===== config.mk =====
export PLATFORM = sky130hd
export DESIGN_NAME = syn_current_gen
export DESIGN_NICKNAME = d
export VERILOG_FILES = /design/src/rtl/snn_pkg.sv /design/src/rtl/spike_edge_sync.sv /design/src/rtl/syn_current_gen.sv
export SDC_FILE = /design/constraint.sdc
export NUM_CORES = 1
export LEC_CHECK = 0
export ABC_AREA = 1
export CAP_MARGIN = 20
export CORE_MARGIN = 3
export CORE_UTILIZATION = 40
export DETAILED_ROUTE_END_ITERATION = 8
export GPL_ROUTABILITY_DRIVEN = 0
export RECOVER_POWER = 50
export SYNTH_ARGS = -nofsm -noshare
export SYNTH_HDL_FRONTEND = slang
export SYNTH_HIERARCHICAL = 1
export SYNTH_SLANG_ARGS = --single-unit
export TNS_END_PERCENT = 50

===== constraint.sdc =====
create_clock -name clk -period 13.8 [get_ports clk]
set_input_delay 2.76 -clock clk [delete_from_list [all_inputs] [get_ports clk]]
set_output_delay 2.76 -clock clk [all_outputs]
set_load 0.05 [all_outputs]

===== src/rtl/snn_pkg.sv =====
// Shared widths and helpers for the 8-bit SNN tile (synaptic front end and QIF neuron).
package snn_pkg;

    localparam int I_WIDTH       = 8;
    localparam int W_WIDTH       = 8;
    localparam int N_SYN_DEFAULT = 4;
    localparam int SUM_WIDTH     = 10;
    localparam int NEXT_WIDTH    = 11;

    // Clamp a signed intermediate current into the unsigned bus range.
    function automatic logic [I_WIDTH-1:0] sat_u8(input logic signed [NEXT_WIDTH-1:0] x);
        if (x[NEXT_WIDTH-1])
            return '0;
        else if (x > 11'sd255)
            return '1;
        else
            return x[I_WIDTH-1:0];
    endfunction

endpackage


===== src/rtl/spike_edge_sync.sv =====
// Three-flop synchroniser for one asynchronous spike line, emitting a one-cycle
// pulse on each synchronised rising edge.
module spike_edge_sync (
    input  logic clk,
    input  logic rst,
    input  logic spike_in,
    output logic pulse
);

    logic s1;
    logic s2;
    logic s3;

    always_ff @(posedge clk or posedge rst) begin
        if (rst) begin
            s1 <= 1'b0;
            s2 <= 1'b0;
            s3 <= 1'b0;
        end else begin
            s1 <= spike_in;
            s2 <= s1;
            s3 <= s2;
        end
    end

    assign pulse = s2 & ~s3;

endmodule


===== src/rtl/syn_current_gen.sv =====
// Synaptic current accumulator: per-channel weighted spike injection plus a
// periodic exponential decay, saturated onto the unsigned I_syn bus.
module syn_current_gen
    import snn_pkg::*;
#(
    parameter int                        N_SYN       = N_SYN_DEFAULT,
    parameter int                        DECAY_SHIFT = 3,
    parameter int                        TICK_DIV    = 16,
    parameter logic signed [W_WIDTH-1:0] WEIGHT_INIT = 8'sd40
) (
    input  logic               clk,
    input  logic               rst,
    input  logic               ena,
    input  logic [N_SYN-1:0]   spike_in,
    input  logic               cfg_we,
    input  logic [1:0]         cfg_addr,
    input  logic [W_WIDTH-1:0] cfg_data,
    output logic [I_WIDTH-1:0] I_syn,
    output logic               tick
);

    localparam int               CNT_W       = (TICK_DIV > 1) ? $clog2(TICK_DIV) : 1;
    localparam logic [CNT_W-1:0] CNT_LAST    = CNT_W'(TICK_DIV - 1);
    localparam int               DECAY_FLOOR = 1 << DECAY_SHIFT;

    logic [N_SYN-1:0]               pulse;
    logic signed [W_WIDTH-1:0]      w [N_SYN];
    logic [CNT_W-1:0]               cnt;
    logic                           tick_now;
    logic [I_WIDTH-1:0]             dec;
    logic signed [SUM_WIDTH-1:0]    sum;
    logic signed [NEXT_WIDTH-1:0]   next_i;

    for (genvar i = 0; i < N_SYN; i++) begin : g_sync
        spike_edge_sync u_sync (
            .clk      (clk),
            .rst      (rst),
            .spike_in (spike_in[i]),
            .pulse    (pulse[i])
        );
    end

    // Addresses beyond the channel count match no register and are dropped.
    always_ff @(posedge clk or posedge rst) begin
        if (rst) begin
            for (int i = 0; i < N_SYN; i++) w[i] <= WEIGHT_INIT;
        end else if (cfg_we) begin
            for (int i = 0; i < N_SYN; i++) begin
                if (int'(cfg_addr) == i) w[i] <= cfg_data;
            end
        end
    end

    always_ff @(posedge clk or posedge rst) begin
        if (rst)
            cnt <= '0;
        else if (ena)
            cnt <= tick_now ? '0 : cnt + 1'b1;
    end

    assign tick_now = ena & (cnt == CNT_LAST);

    // Below the shift floor the proportional step would be zero, so step by one to reach 0.
    always_comb begin
        dec = I_syn;
        if (tick_now) begin
            if (int'(I_syn) >= DECAY_FLOOR)
                dec = I_syn - (I_syn >> DECAY_SHIFT);
            else if (I_syn != '0)
                dec = I_syn - 1'b1;
            else
                dec = '0;
        end
    end

    always_comb begin
        sum = '0;
        for (int i = 0; i < N_SYN; i++) begin
            if (pulse[i])
                sum = sum + $signed({{(SUM_WIDTH-W_WIDTH){w[i][W_WIDTH-1]}}, w[i]});
        end
    end

    assign next_i = $signed({{(NEXT_WIDTH-I_WIDTH){1'b0}}, dec})
                  + $signed({{(NEXT_WIDTH-SUM_WIDTH){sum[SUM_WIDTH-1]}}, sum});

    always_ff @(posedge clk or posedge rst) begin
        if (rst) begin
            I_syn <= '0;
            tick  <= 1'b0;
        end else if (ena) begin
            I_syn <= sat_u8(next_i);
            tick  <= tick_now;
        end
    end

endmodule


==> results of run 1 <==
[logic make-up (layout without fill, tap and decap cells)]
family / Yosys count / in the layout / synth area share (%)
compound gates: 128 / 128 / 15.3
xor+xnor: 25 / 25 / 4.77
fa+ha+maj: 47 / 47 / 13.6
buf+inv: 106 / 137 / 8.88
flops: 57 / 57 / 31.3
simple gates: 273 / 273 / 26.2
[sequential cells by signal, indices dropped and copies added, names as in the netlist]
name / flops
w: 32
I_syn: 8
cnt: 4
g_sync.u_sync/s1: 4
g_sync.u_sync/s2: 4
g_sync.u_sync/s3: 4
tick: 1
[worst max-delay path, delay by kind of cell, from the launching register on]
kind / cells / cell delay, ns
fa+ha+maj: 4 / 1.25
buf+inv: 3 / 0.31
xor+xnor: 3 / 0.34
flops: 1 / 0.36
compound gates: 11 / 1.98
simple gates: 15 / 1.74
[routing by layer]
metal / global-route usage (%) / share of wire, % / wire length, um
met1: 21.6 / 46 / 4820
met2: 29.4 / 48 / 5110
met3: 4.28 / 3.8 / 403
met4: 7.05 / 2.1 / 223
met5: 0 / 0 / 0
[metrics by stage]
step / area [um2] / cells / util (%) / total power, uW / hold WS [ns]
floorplan: 4590 / 636 / - / 603 / 0.331
global placement: 4990 / 793 / 45.2 / 713 / 0.340
detailed placement: 4990 / 793 / 45.2 / 721 / 0.340
CTS: 5250 / 807 / 47.6 / 927 / 0.350
global route: 5250 / 807 / 47.5 / 999 / 0.368
finish: 5250 / 807 / 47.5 / 919 / 0.347
[report_power, final]
group	internal, uW	switching, uW	leakage (uW)	total [uW]
combinational	181	296	0.00190	477
clock	123	74.4	0.000131	198
sequential	204	40.4	0.000684	244
[cell usage after synthesis (2+ instances only)]
library cell / n
nand3b_1: 2
nand2_1: 173
o211ai_1: 2
o21ai_1: 11
inv_2: 3
dfstp_2: 8
a31oi_1: 9
nor2_1: 32
fa_1: 5
ha_1: 42
nand2_2: 4
nand4_1: 8
inv_1: 92
nand3_2: 9
xor2_1: 17
o21ai_0: 59
nor2_2: 6
nand3_1: 32
a21o_1: 2
o22ai_1: 2
nor3_1: 3
a21oi_1: 34
dfrtp_1: 49
nand2_4: 2
buf_2: 2
clkbuf_1: 7
xnor2_1: 8
o21bai_1: 3
[final timing paths]
kind | start | to | slack, ns | cells after the start
worst max-delay path | g_sync[0].u_sync/s3$_DFF_PP0_ | I_syn[3]$_DFFE_PP0P_ | 7.76 | 36
worst min-delay path | g_sync[3].u_sync/s1$_DFF_PP0_ | g_sync[3].u_sync/s2$_DFF_PP0_ | 0.35 | 0
worst max register to register | g_sync[0].u_sync/s3$_DFF_PP0_ | I_syn[3]$_DFFE_PP0P_ | 7.76 | 36
worst min register to register | g_sync[3].u_sync/s1$_DFF_PP0_ | g_sync[3].u_sync/s2$_DFF_PP0_ | 0.35 | 0
max in group asynchronous | rst | w[0]$_DFFE_PP0P_ | 8.49 | 3
min in group asynchronous | rst | g_sync[0].u_sync/s3$_DFF_PP0_ | 2.86 | 2
[cell type report]
type / instances / share of cell area (%)
clock buffers: 11 / 4.63
clock inverters: 3 / 0.358
inverters: 96 / 6.87
multi-input cells: 473 / 52.4
flip-flops and latches: 57 / 27.4
well taps: 140 / 3.34
repair buffers: 27 / 5.03
==> flow_summary_export.csv, run 1 <==
group,metric,value,unit
timing,worst_pin_slew,2.47,ns
clock_network,ctsResizeCount,0,
logic_synthesis,syn_inst,636,
clock_network,postCtsSetupRepairBufs,0,
critical_path,crit_slowest_cell,"nor2_2",
cells_and_area,syn_to_final_growth,14.2,%
timing,setup_ws,7.76,ns
clock_network,postCtsHoldBufs,0,
floorplanning,die-area,0.0128,mm2
detailed_routing,drcViolationCount,0,
floorplanning,num_rows,38,
logic_synthesis,synthesis.area,0.00459,mm2
power,leakage,0.00272,uW
clock_network,cts.sink_count,57,
timing,rsz0062_at_grt,"false",
detailed_routing,drtPass1Iterations,7,
timing,slew_violations,46,
detailed_routing,antenna_left,0,
power,peakVddDrop,0.117,mV
logic_synthesis,ys_ff_latch,57,
logic_synthesis,postSynth.asyncResetShare,100,%
cells_and_area,mostFrequentLayoutCell,"nand2_1",
cells_and_area,nFillCells,1096,
timing,setup_viol,0,
timing,finalCriticalPeriod,6.04,ns
logic_synthesis,synth_top_area_share,26.7,%
logic_synthesis,ys_warn_count,6,
detailed_routing,drtIter0Drc,262,
floorplanning,core_area,0.0110,mm2
global_route,overflow,0,
clock_network,clk-insertion-delay-late,0.34,ns
logic_synthesis,synthesis.nets,701,
cells_and_area,fin_nets,729,
place,io_buffers,26,
run_status,status,"complete, but fails checks",
logic_synthesis,synth_area_leaders,"dfrtp_1 (27%), nand2_1 (14%), ha_1 (11%), inv_1 (7.5%), o21ai_0 (6.4%)",
run_status,violations,"max-capacitance violations, max-slew violations",
worst_hold_path,worstHoldPathType,"reg2reg",
logic_synthesis,yosysUniqueCellTypes,38,
cells_and_area,layout-drive-gt1-share,7.20,%
cells_and_area,final_cell_mix,"nand2_1 (173), inv_1 (91), o21ai_0 (59)",
timing,slew_headroom,-64.5,%
logic_synthesis,yosys.area.top_type,"dfrtp_1",
logic_synthesis,ys_seq_area_share,31.3,%
clock_network,cts_root_buf,"clkbuf_16",
critical_path,worst_setup_path_end_kind,"register",
critical_path,cp-start-kind,"register",
flow_run,maxCapViolations,1,
place,dp_hpwl,8390,um
place,pre_cts_ws,7.74,ns
logic_synthesis,synth_edf_count,0,
clock_network,cts_buffers,9,
clock_network,clock_path_buffers,2,
critical_path,cpMostUsedCell,"nand2_1",
global_route,antenna_found_initial,0,
floorplanning,die_h,113,um
critical_path,slowest_delay,0.49,ns
cells_and_area,diodes,0,
cells_and_area,multi_input_area,0.00275,mm2
floorplanning,initial_utilization,41.6,%
clock_network,clk_pin_slew_worst_paths,0.05,ns
logic_synthesis,synth_flop_cell,"dfrtp_1",
timing,hold_viol_final,0,
detailed_routing,post_drt_wl_per_cell,13.1,um
logic_synthesis,synth_area_per_cell,7.22,um2
power,power.density_cell_area,175,mW/mm2
floorplanning,pin_count,27,
clock_network,cts_tree,"built",
timing,fin_setup_tns,0,ns
clock_network,cts_max_level,3,
detailed_routing,vias_per_cell,5.09,
global_route,grt_pass1_wl,18100,um
cells_and_area,seq_area,0.00144,mm2
global_route,grtUsageTotal,17.5,%
critical_path,cp_max_fo,11,
global_route,grt_max_degree,46,
global_route,grt_pass1_vias,3987,
timing,finClkSkew,0.0146,ns
critical_path,path_class,"reg2reg",
critical_path,critPathRequiredTime,14.07,ns
critical_path,arrival,6.31,ns
timing,fin_crit_sh,43.8,%
floorplanning,die_w,113,um
detailed_routing,drt_wl_total,10600,um
timing,fmax,166,MHz
detailed_routing,via_count,4108,
Note: power is estimated with default switching activity, not from simulation.
==> inputs of run 2 (changes only) <==
==> constraint.sdc (replaced) <==
create_clock -name clk -period 4.9 [get_ports clk]
set_input_delay 0.98 -clock clk [delete_from_list [all_inputs] [get_ports clk]]
set_output_delay 0.98 -clock clk [all_outputs]
set_load 0.05 [all_outputs]
==> run 2 against run 1 <==
Net effect: the run ends with max-capacitance violations, max-slew violations, negative setup slack left; sequential share of layout area shrank 4.4 points; critical path depth shrank 3; largest power group unchanged; critical endpoint is now I_syn[0]$_DFFE_PP0P_; maximum frequency rose by 18%; critical path type unchanged; non-clock buffer count up 85; clock power grew to 3.4 times the previous value; final cell count increased by 11%; largest cell class unchanged; global-route usage up 2.1 points.
==> flow_summary_export.csv, run 2 (synthesis results as in run 1) <==
group,metric,value,unit
clock_network,clock_path_buffers,2,
detailed_routing,post_drt_wl_per_cell,13.7,um
worst_hold_path,worstHoldPathType,"reg2reg",
cells_and_area,largest_register_ffs,32,
global_route,overflow,0,
critical_path,r2r-end,"I_syn[0]$_DFFE_PP0P_",
critical_path,cp-start-kind,"register",
cells_and_area,fin_util,56.5,%
global_route,grtUsageTotal,19.6,%
timing,setup_ws,-0.217,ns
global_route,grt_pass1_wl,20300,um
critical_path,path_class,"reg2reg",
detailed_routing,via_count,4552,
cells_and_area,top_regs,"w x32, I_syn x8",
power,power.density_cell_area,492,mW/mm2
floorplanning,die-area,0.0128,mm2
worst_hold_path,hold_end,"g_sync[2].u_sync/s2$_DFF_PP0_",
timing,finalCriticalPeriod,5.12,ns
clock_network,cts_buffers,9,
timing,fin_crit_sh,104,%
critical_path,r2r-start,"g_sync[0].u_sync/s3$_DFF_PP0_",
global_route,antenna_found_initial,0,
cells_and_area,diodes,0,
cells_and_area,largest-register,"w",
run_status,violations,"max-capacitance violations, max-slew violations, negative setup slack",
timing,fin_setup_tns,-1.63,ns
cells_and_area,fin_nets,814,
clock_network,cts_root_buf,"clkbuf_16",
floorplanning,die_h,113,um
timing,slew_headroom,-31.5,%
critical_path,cpMostUsedCell,"nand2_1",
timing,rsz0062_at_grt,"true",
detailed_routing,drtPass1Iterations,4,
timing,setup_viol,8,
cells_and_area,nFillCells,1025,
cells_and_area,seq_area,0.00144,mm2
floorplanning,core_area,0.0110,mm2
timing,hold_viol_final,0,
detailed_routing,drcViolationCount,0,
power,peakVddDrop,0.368,mV
cells_and_area,mostFrequentLayoutCell,"nand2_1",
critical_path,crit_slowest_cell,"dfrtp_1",
global_route,use_met1,22.9,%
detailed_routing,drtIter0Drc,282,
global_route,grt_max_degree,46,
global_route,busiest_layer,"met2",
worst_hold_path,min_from,"g_sync[2].u_sync/s1$_DFF_PP0_",
detailed_routing,vias_per_cell,5.09,
critical_path,slowest_delay,0.37,ns
clock_network,clk_pin_slew_worst_paths,0.05,ns
global_route,grt_pass1_vias,4438,
critical_path,path_buf_inv,4,
critical_path,cp_max_fo,8,
run_status,status,"complete, but fails checks",
place,dp_hpwl,9010,um
global_route,met3_usage,4.06,%
critical_path,arrival,5.34,ns
clock_network,cts_max_level,3,
floorplanning,pin_count,27,
cells_and_area,final_cell_mix,"nand2_1 (161), inv_1 (89), buf_4 (84)",
critical_path,critPathRequiredTime,5.12,ns
floorplanning,initial_utilization,41.6,%
detailed_routing,antenna_left,0,
power,leakage,0.00320,uW
floorplanning,die_w,113,um
cells_and_area,multi_input_area,0.00304,mm2
critical_path,worstRegToRegCells,33,
global_route,grtUsageMet2,34.8,%
floorplanning,num_rows,38,
place,pre_cts_ws,-0.369,ns
cells_and_area,syn_to_final_growth,35.8,%
critical_path,worst_setup_path_end_kind,"register",
clock_network,clk-insertion-delay-late,0.33,ns
timing,fmax,195,MHz
timing,worst_pin_slew,1.97,ns
clock_network,cts.sink_count,57,
critical_path,reg2reg_slack,-0.22,ns
timing,finClkSkew,0.00410,ns
cells_and_area,layout-drive-gt1-share,24.7,%
detailed_routing,drt_wl_total,12300,um
timing,slew_violations,37,
critical_path,cp_top_family,"compound AO/OA/AOI/OAI gates",
flow_run,maxCapViolations,1,
worst_hold_path,holdPathStages,0,
place,io_buffers,26,
clock_network,cts_tree,"built",
[run 2: changes by cell type in the layout (fill, tap and decap cells not counted), sizes merged]
cell / delta
bufinv: +2
inv: +1
clkinv: -3
clkbuf: +2
buf: +85
[run 2: report_power, final]
group	switching (uW)	total (uW)	internal, uW
Clock	210	667	458
Combinational	970	1710	742
Sequential	113	687	574
[run 2: routing by layer]
layer,routed length (um),vias up
met3,384,26
met1,5200,2141
met4,431,0
met5,0,-
li1,-,2304
met2,6250,81
[run 2: how the worst max path moves through the flow]
| stage | end | slack (ns) | startpoint | depth (start not counted) |
|---|---|---|---|---|
| after floorplan | I_syn[1]$_DFFE_PP0P_ | 0.01 | g_sync[0].u_sync/s3$_DFF_PP0_ | 37 |
| after global placement | I_syn[7]$_DFFE_PP0P_ | -0.18 | g_sync[0].u_sync/s2$_DFF_PP0_ | 31 |
| after detailed placement | I_syn[0]$_DFFE_PP0P_ | -0.37 | g_sync[0].u_sync/s2$_DFF_PP0_ | 31 |
| after CTS | I_syn[0]$_DFFE_PP0P_ | -0.07 | g_sync[0].u_sync/s2$_DFF_PP0_ | 36 |
| after global routing | I_syn[4]$_DFFE_PP0P_ | -0.50 | g_sync[0].u_sync/s3$_DFF_PP0_ | 31 |
| final | I_syn[0]$_DFFE_PP0P_ | -0.22 | g_sync[0].u_sync/s3$_DFF_PP0_ | 33 |
[run 2: what timing repair did]
action	4_1_cts	5_1_grt
buffers inserted	31	3
endpoints found under the setup margin	8	8
pin swaps	48	27
resized for setup	42	23
hold buffers	0	0
[run 2: cell type report]
type	instances	area share [%]
Clock buffer	13	4.01
Clock inverter	3	1.04
Inverter	96	5.82
Multi-Input combinational cell	473	48.8
Sequential cell	57	23.0
Tap cell	140	2.81
Timing Repair Buffer	112	14.5
[run 2: metrics by stage]
| step | std cells | cell area, um2 | hold WS (ns) | total power (uW) |
|---|---|---|---|---|
| after floorplan | 636 | 4620 | 0.331 | 1710 |
| after global placement | 843 | 5390 | 0.332 | 2130 |
| after detailed placement | 843 | 5390 | 0.336 | 2160 |
| after CTS | 890 | 6080 | 0.347 | 2990 |
| after global routing | 894 | 6240 | 0.356 | 3310 |
| final | 894 | 6240 | 0.346 | 3070 |
==> RTL edit 1 (config.mk and constraints of run 1) <==
Change the parameter `TICK_DIV` from 16 to 8.
--- a/src/rtl/syn_current_gen.sv
+++ b/src/rtl/syn_current_gen.sv
@@ -7,3 +7,3 @@
     parameter int                        DECAY_SHIFT = 3,
-    parameter int                        TICK_DIV    = 16,
+    parameter int                        TICK_DIV    = 8,
     parameter logic signed [W_WIDTH-1:0] WEIGHT_INIT = 8'sd40
Formal check against the unedited RTL: not equivalent (Yosys sat finds a counterexample within 10 cycles, from zero or initial values and one cycle with rst high).
==> RTL edit 1 against run 1 <==
- the run still ends with capacitance limit, slew limit left
- largest cell class unchanged
- total power decreased by 6.2%
- count of clock-buffer cells in the layout decreased by 6
- final area decreased by 1.0%
- wire length decreased by 2.1%
- worst setup slack improved by 0.40 ns
- sequential cell count decreased by 1
- clock skew decreased by 0.0097 ns
- combinational power increased by 2%
- synthesized cell count increased by 0.94%
- core utilization decreased by 0.70 points
- synthesized area increased by 1.1%
==> RTL edit 1: results (changes against run 1) <==
| Metric | Value |
|---|---|
| Status | `complete, but fails checks (unchanged)` |
| Failing checks | `capacitance limit, slew limit (unchanged)` |
| Vias in the first global route | `3847 (was 3987)` |
| Remaining DRCs | `0 (unchanged)` |
| Slowest cell on crit path | `fa_1 (was nor2_2)` |
| Gates resized, CTS repair | `0 (unchanged)` |
| Slowest stage delay, CP | `0.46 ns (was 0.49 ns)` |
| Number of slew-limit violations in the final report | `45 (was 46)` |
| Fin nets | `733 (was 729)` |
| Ranking of synthesized cells by area | `dfrtp_1, nand2_1, ha_1, inv_1, o21ai_0 (unchanged)` |
| VDD IR max | `0.0000941 V (was 0.000117 V)` |
| Max_slew headroom | `-0.644 (was -0.645)` |
| DR iter-0 viols | `246 (was 262)` |
| Antenna violations before repair | `0 (unchanged)` |
| Vias per std cell | `4.99 (was 5.09)` |
| CTS H-Tree Depth | `2 (was 3)` |
| P_leak | `2.71 nW (was 2.72 nW)` |
| Later-pin clock latency in the skew report | `0.30 ns (was 0.34 ns)` |
| Seq/Total Area, Yosys | `0.304 (was 0.313)` |
| Worst R2R Setup Slack | `8.15 ns (was 7.76 ns)` |
| Max-cap violations | `1 (unchanged)` |
| Period utilization | `0.409 (was 0.438)` |
| Drt first pass iters | `5 (was 7)` |
| CP arrival | `5.84 ns (was 6.31 ns)` |
| Diode count | `0 (unchanged)` |
| Layout cell share with drive strength beyond 1 | `0.0719 (was 0.0720)` |
| Largest net degree at the start of global routing | `45 (was 46)` |
| Global-route wire length before repair | `17.4 mm (was 18.1 mm)` |
| Syn nets | `708 (was 701)` |
| Total GRT Usage | `0.166 (was 0.175)` |
| Filler Cell Count | `1112 (was 1096)` |
| Clock-pin slew on the worst setup and hold paths | `0.07 ns (was 0.05 ns)` |
| Max Clock Skew | `0.00488 ns (was 0.0146 ns)` |
| Total CTS buffers | `5 (was 9)` |
| Post-DP HPWL | `8.41 mm (was 8.39 mm)` |
| Post-Place Setup Slack | `7.97 ns (was 7.74 ns)` |
| Top post-synthesis cells by count | `nand2_1, inv_1, o21ai_0 (unchanged)` |
| Netlist cell types | `42 (was 38)` |
| Routed WL | `10.3 mm (was 10.6 mm)` |
[RTL edit 1: cell types whose count changed after synthesis, sizes merged, moves of 2 or more]
cell,delta
inv,+8
o21ai,-6
nand2,+5
a31oi,-4
a21oi,+3
nor3,+3
xnor2,-3
nor2,-2
o311ai,+2
or2,+2
[RTL edit 1: final timing paths]
check / start / end / depth (start not counted)
worst min register to register: g_sync[3].u_sync/s1 / g_sync[3].u_sync/s2 / 0
min in group asynchronous: rst / g_sync[1].u_sync/s3 / 2
max in group asynchronous: rst / I_syn[6] / 3
worst max-delay path: g_sync[0].u_sync/s2 / I_syn[5] / 33
worst min-delay path: g_sync[3].u_sync/s1 / g_sync[3].u_sync/s2 / 0
worst max register to register: g_sync[0].u_sync/s2 / I_syn[5] / 33
[RTL edit 1: stage by stage]
stage	instances	util	instance area, µm²	hold WS [ns]
finish	808	0.468	5190	0.352
global route	808	0.468	5190	0.360
global placement	800	0.456	5050	0.335
detailed placement	800	0.456	5050	0.338
CTS	808	0.469	5190	0.355
floorplan	642	-	4640	0.331
[RTL edit 1: cell families after synthesis]
kind of cell | after synthesis | share of synthesized area
and+or+nand+nor | 280 | 0.272
adders and majority gates | 48 | 0.137
DFF | 56 | 0.304
buffers and inverters | 112 | 0.0921
AOI/OAI and AO/OA | 124 | 0.153
xor gates and xnor gates | 22 | 0.0415
[RTL edit 1: cell type report]
type | instances | area share
multi-input combinational | 474 | 0.541
sequential | 56 | 0.272
inverter | 103 | 0.0745
timing repair buffer | 27 | 0.0509
tap | 140 | 0.0338
clock buffer | 5 | 0.0241
clock inverter | 3 | 0.00434
[RTL edit 1: metal layers]
| metal | up-vias | routed length (µm) | GRT usage |
|---|---|---|---|
| li1 | 2126 | - | - |
| met1 | 1840 | 4910 | 0.206 |
| met2 | 52 | 4930 | 0.291 |
| met3 | 12 | 317 | 0.0297 |
| met4 | 0 | 176 | 0.0529 |
| met5 | - | 0 | 0 |
[RTL edit 1: power breakdown]
group	switching (mW)	internal [mW]	total, mW
Sequential	0.0427	0.199	0.242
Combinational	0.302	0.186	0.488
Clock	0.0636	0.0681	0.132
Total	0.408	0.454	0.862
[RTL edit 1: critical path, delay by kind of cell (launching register included)]
family                     cells  cell delay, ns
buffers and inverters          7            0.54
xor gates and xnor gates       2            0.30
adders and majority gates      5            1.45
DFF                            1            0.35
and+or+nand+nor                9            1.28
AOI/OAI and AO/OA             10            1.61
==> RTL edit 2 (settings of run 1) <==
Without the edit above. Put one more register stage on the output `I_syn`, cleared by the reset. The value now appears one clock later. The other outputs are not delayed to match.
--- a/src/rtl/syn_current_gen.sv
+++ b/src/rtl/syn_current_gen.sv
@@ -24,2 +24,4 @@
     localparam int               DECAY_FLOOR = 1 << DECAY_SHIFT;
+
+    logic [I_WIDTH-1:0] I_syn_s0;
 
@@ -64,8 +66,8 @@
     always_comb begin
-        dec = I_syn;
+        dec = I_syn_s0;
         if (tick_now) begin
-            if (int'(I_syn) >= DECAY_FLOOR)
-                dec = I_syn - (I_syn >> DECAY_SHIFT);
-            else if (I_syn != '0)
-                dec = I_syn - 1'b1;
+            if (int'(I_syn_s0) >= DECAY_FLOOR)
+                dec = I_syn_s0 - (I_syn_s0 >> DECAY_SHIFT);
+            else if (I_syn_s0 != '0)
+                dec = I_syn_s0 - 1'b1;
             else
@@ -88,7 +90,15 @@
         if (rst) begin
-            I_syn <= '0;
+            I_syn_s0 <= '0;
             tick  <= 1'b0;
         end else if (ena) begin
-            I_syn <= sat_u8(next_i);
+            I_syn_s0 <= sat_u8(next_i);
             tick  <= tick_now;
+        end
+    end
+
+    always_ff @(posedge clk or posedge rst) begin
+        if (rst) begin
+            I_syn <= '0;
+        end else begin
+            I_syn <= I_syn_s0;
         end
Behaviour: not the same (Yosys sat finds a counterexample within 4 cycles, from zero or initial values and one cycle with rst high).
==> RTL edit 2 against run 1 <==
- the flow still finishes with violations (capacitance limit, slew limit)
- global-route usage decreased by 0.051 points
- clock power increased by 17%
- worst setup slack got worse by 0.11 ns
- synthesized area increased by 4.0%
- total power increased by 8.8%
- wire length increased by 1.2%
- sequential power increased by 15%
- sequential cell count increased by 8
- critical path depth decreased by 20
- count of clock-buffer cells in the layout decreased by 1
- die area increased by 3.8%
- final area increased by 4.5%
- register-to-register slack improved by 0.25 ns
- largest power group unchanged
- highest routed layer unchanged
==> RTL edit 2: results (changes against run 1) <==
| Metric | Value |
|---|---|
| Status | `complete, but fails checks (unchanged)` |
| Failing checks | `capacitance limit, slew limit (unchanged)` |
| CP arrival | `6.43 ns (was 6.31 ns)` |
| Largest net degree at the start of global routing | `54 (was 46)` |
| Layout area overhead | `14.7% (was 14.2%)` |
| Slowest stage delay, CP | `0.66 ns (was 0.49 ns)` |
| Non-Filler Instances | `822 (was 807)` |
| Seq/Total Area, Yosys | `0.343 (was 0.313)` |
| Layout cell share with drive strength beyond 1 | `0.0707 (was 0.0720)` |
| Vias | `4129 (was 4108)` |
| Die X | `115 µm (was 113 µm)` |
| P_seq | `0.280 mW (was 0.244 mW)` |
| Multi-input gate area | `2740 µm² (was 2750 µm²)` |
| HP Start | `g_sync[1].u_sync/s1 (was g_sync[3].u_sync/s1)` |
| Syn nets | `711 (was 701)` |
| NonClk Buf Share | `0.0482 (was 0.0503)` |
| DR iter-0 viols | `204 (was 262)` |
| Crit-path max FO | `14 (was 11)` |
| P_leak | `2.82 nW (was 2.72 nW)` |
| Post-Place Setup Slack | `7.35 ns (was 7.74 ns)` |
| VDD IR max | `0.000102 V (was 0.000117 V)` |
| Post-DP HPWL | `8.36 mm (was 8.39 mm)` |
| Number of slew-limit violations in the final report | `54 (was 46)` |
| Top delay family on crit path | `buffers and inverters (was compound AO/OA/AOI/OAI gates)` |
| Crit path from | `ena (was g_sync[0].u_sync/s3)` |
| Netlist cell types | `39 (was 38)` |
| Slowest cell on crit path | `dlygate4sd3_1 (was nor2_2)` |
| Max-cap violations | `1 (unchanged)` |
| Filler Cell Count | `1164 (was 1096)` |
| Ranking of synthesized cells by area | `dfrtp_1, nand2_1, ha_1, inv_1, o21ai_0 (unchanged)` |
| Least-Margin Pin Slew | `2.94 ns (was 2.47 ns)` |
| Adder-Cell Fraction of Synth Area | `0.131 (was 0.136)` |
| ClkCell Share | `0.0557 (was 0.0499)` |
| Drt first pass iters | `4 (was 7)` |
| Synth Area in Compound Gates | `0.144 (was 0.153)` |
| Total GRT Usage | `0.175 (about the same)` |
| CLK BUF | `10 (was 11)` |
| Fin nets | `739 (was 729)` |
| Top post-synthesis cells by count | `nand2_1, inv_1, dfrtp_1 (was nand2_1, inv_1, o21ai_0)` |
| Sequential standard cell area | `1640 µm² (was 1440 µm²)` |
| XOR/XNOR Fraction of Synth Area | `0.0477 (about the same)` |
| Cell count after synthesis | `646 (was 636)` |
| Comb_multi_in | `475 (was 473)` |
RTL edit 2: changes by cell type after synthesis, sizes merged, moves of 2 or more:
cell / before / now
o21ai: 70 / 67
nand2: 179 / 184
or2: 0 / 2
nand3: 41 / 38
dfrtp: 49 / 57
RTL edit 2: routing by layer:
layer  routed length (µm)  GRT usage  up-vias
met2                 5340      0.312       69
met3                  425     0.0479       18
met5                    0          0        -
met1                 4700      0.199     1897
met4                  214     0.0649        0
li1                     -          -     2145
RTL edit 2: worst paths after layout:
path	end	slack, ns	depth (start not counted)
worst max-delay path	I_syn_s0[7]	7.64	16
worst min-delay path	g_sync[1].u_sync/s2	0.35	0
worst max register to register	I_syn_s0[7]	8.01	36
worst min register to register	g_sync[1].u_sync/s2	0.35	0
max in group asynchronous	I_syn[3]	8.06	3
min in group asynchronous	g_sync[1].u_sync/s2	2.82	2
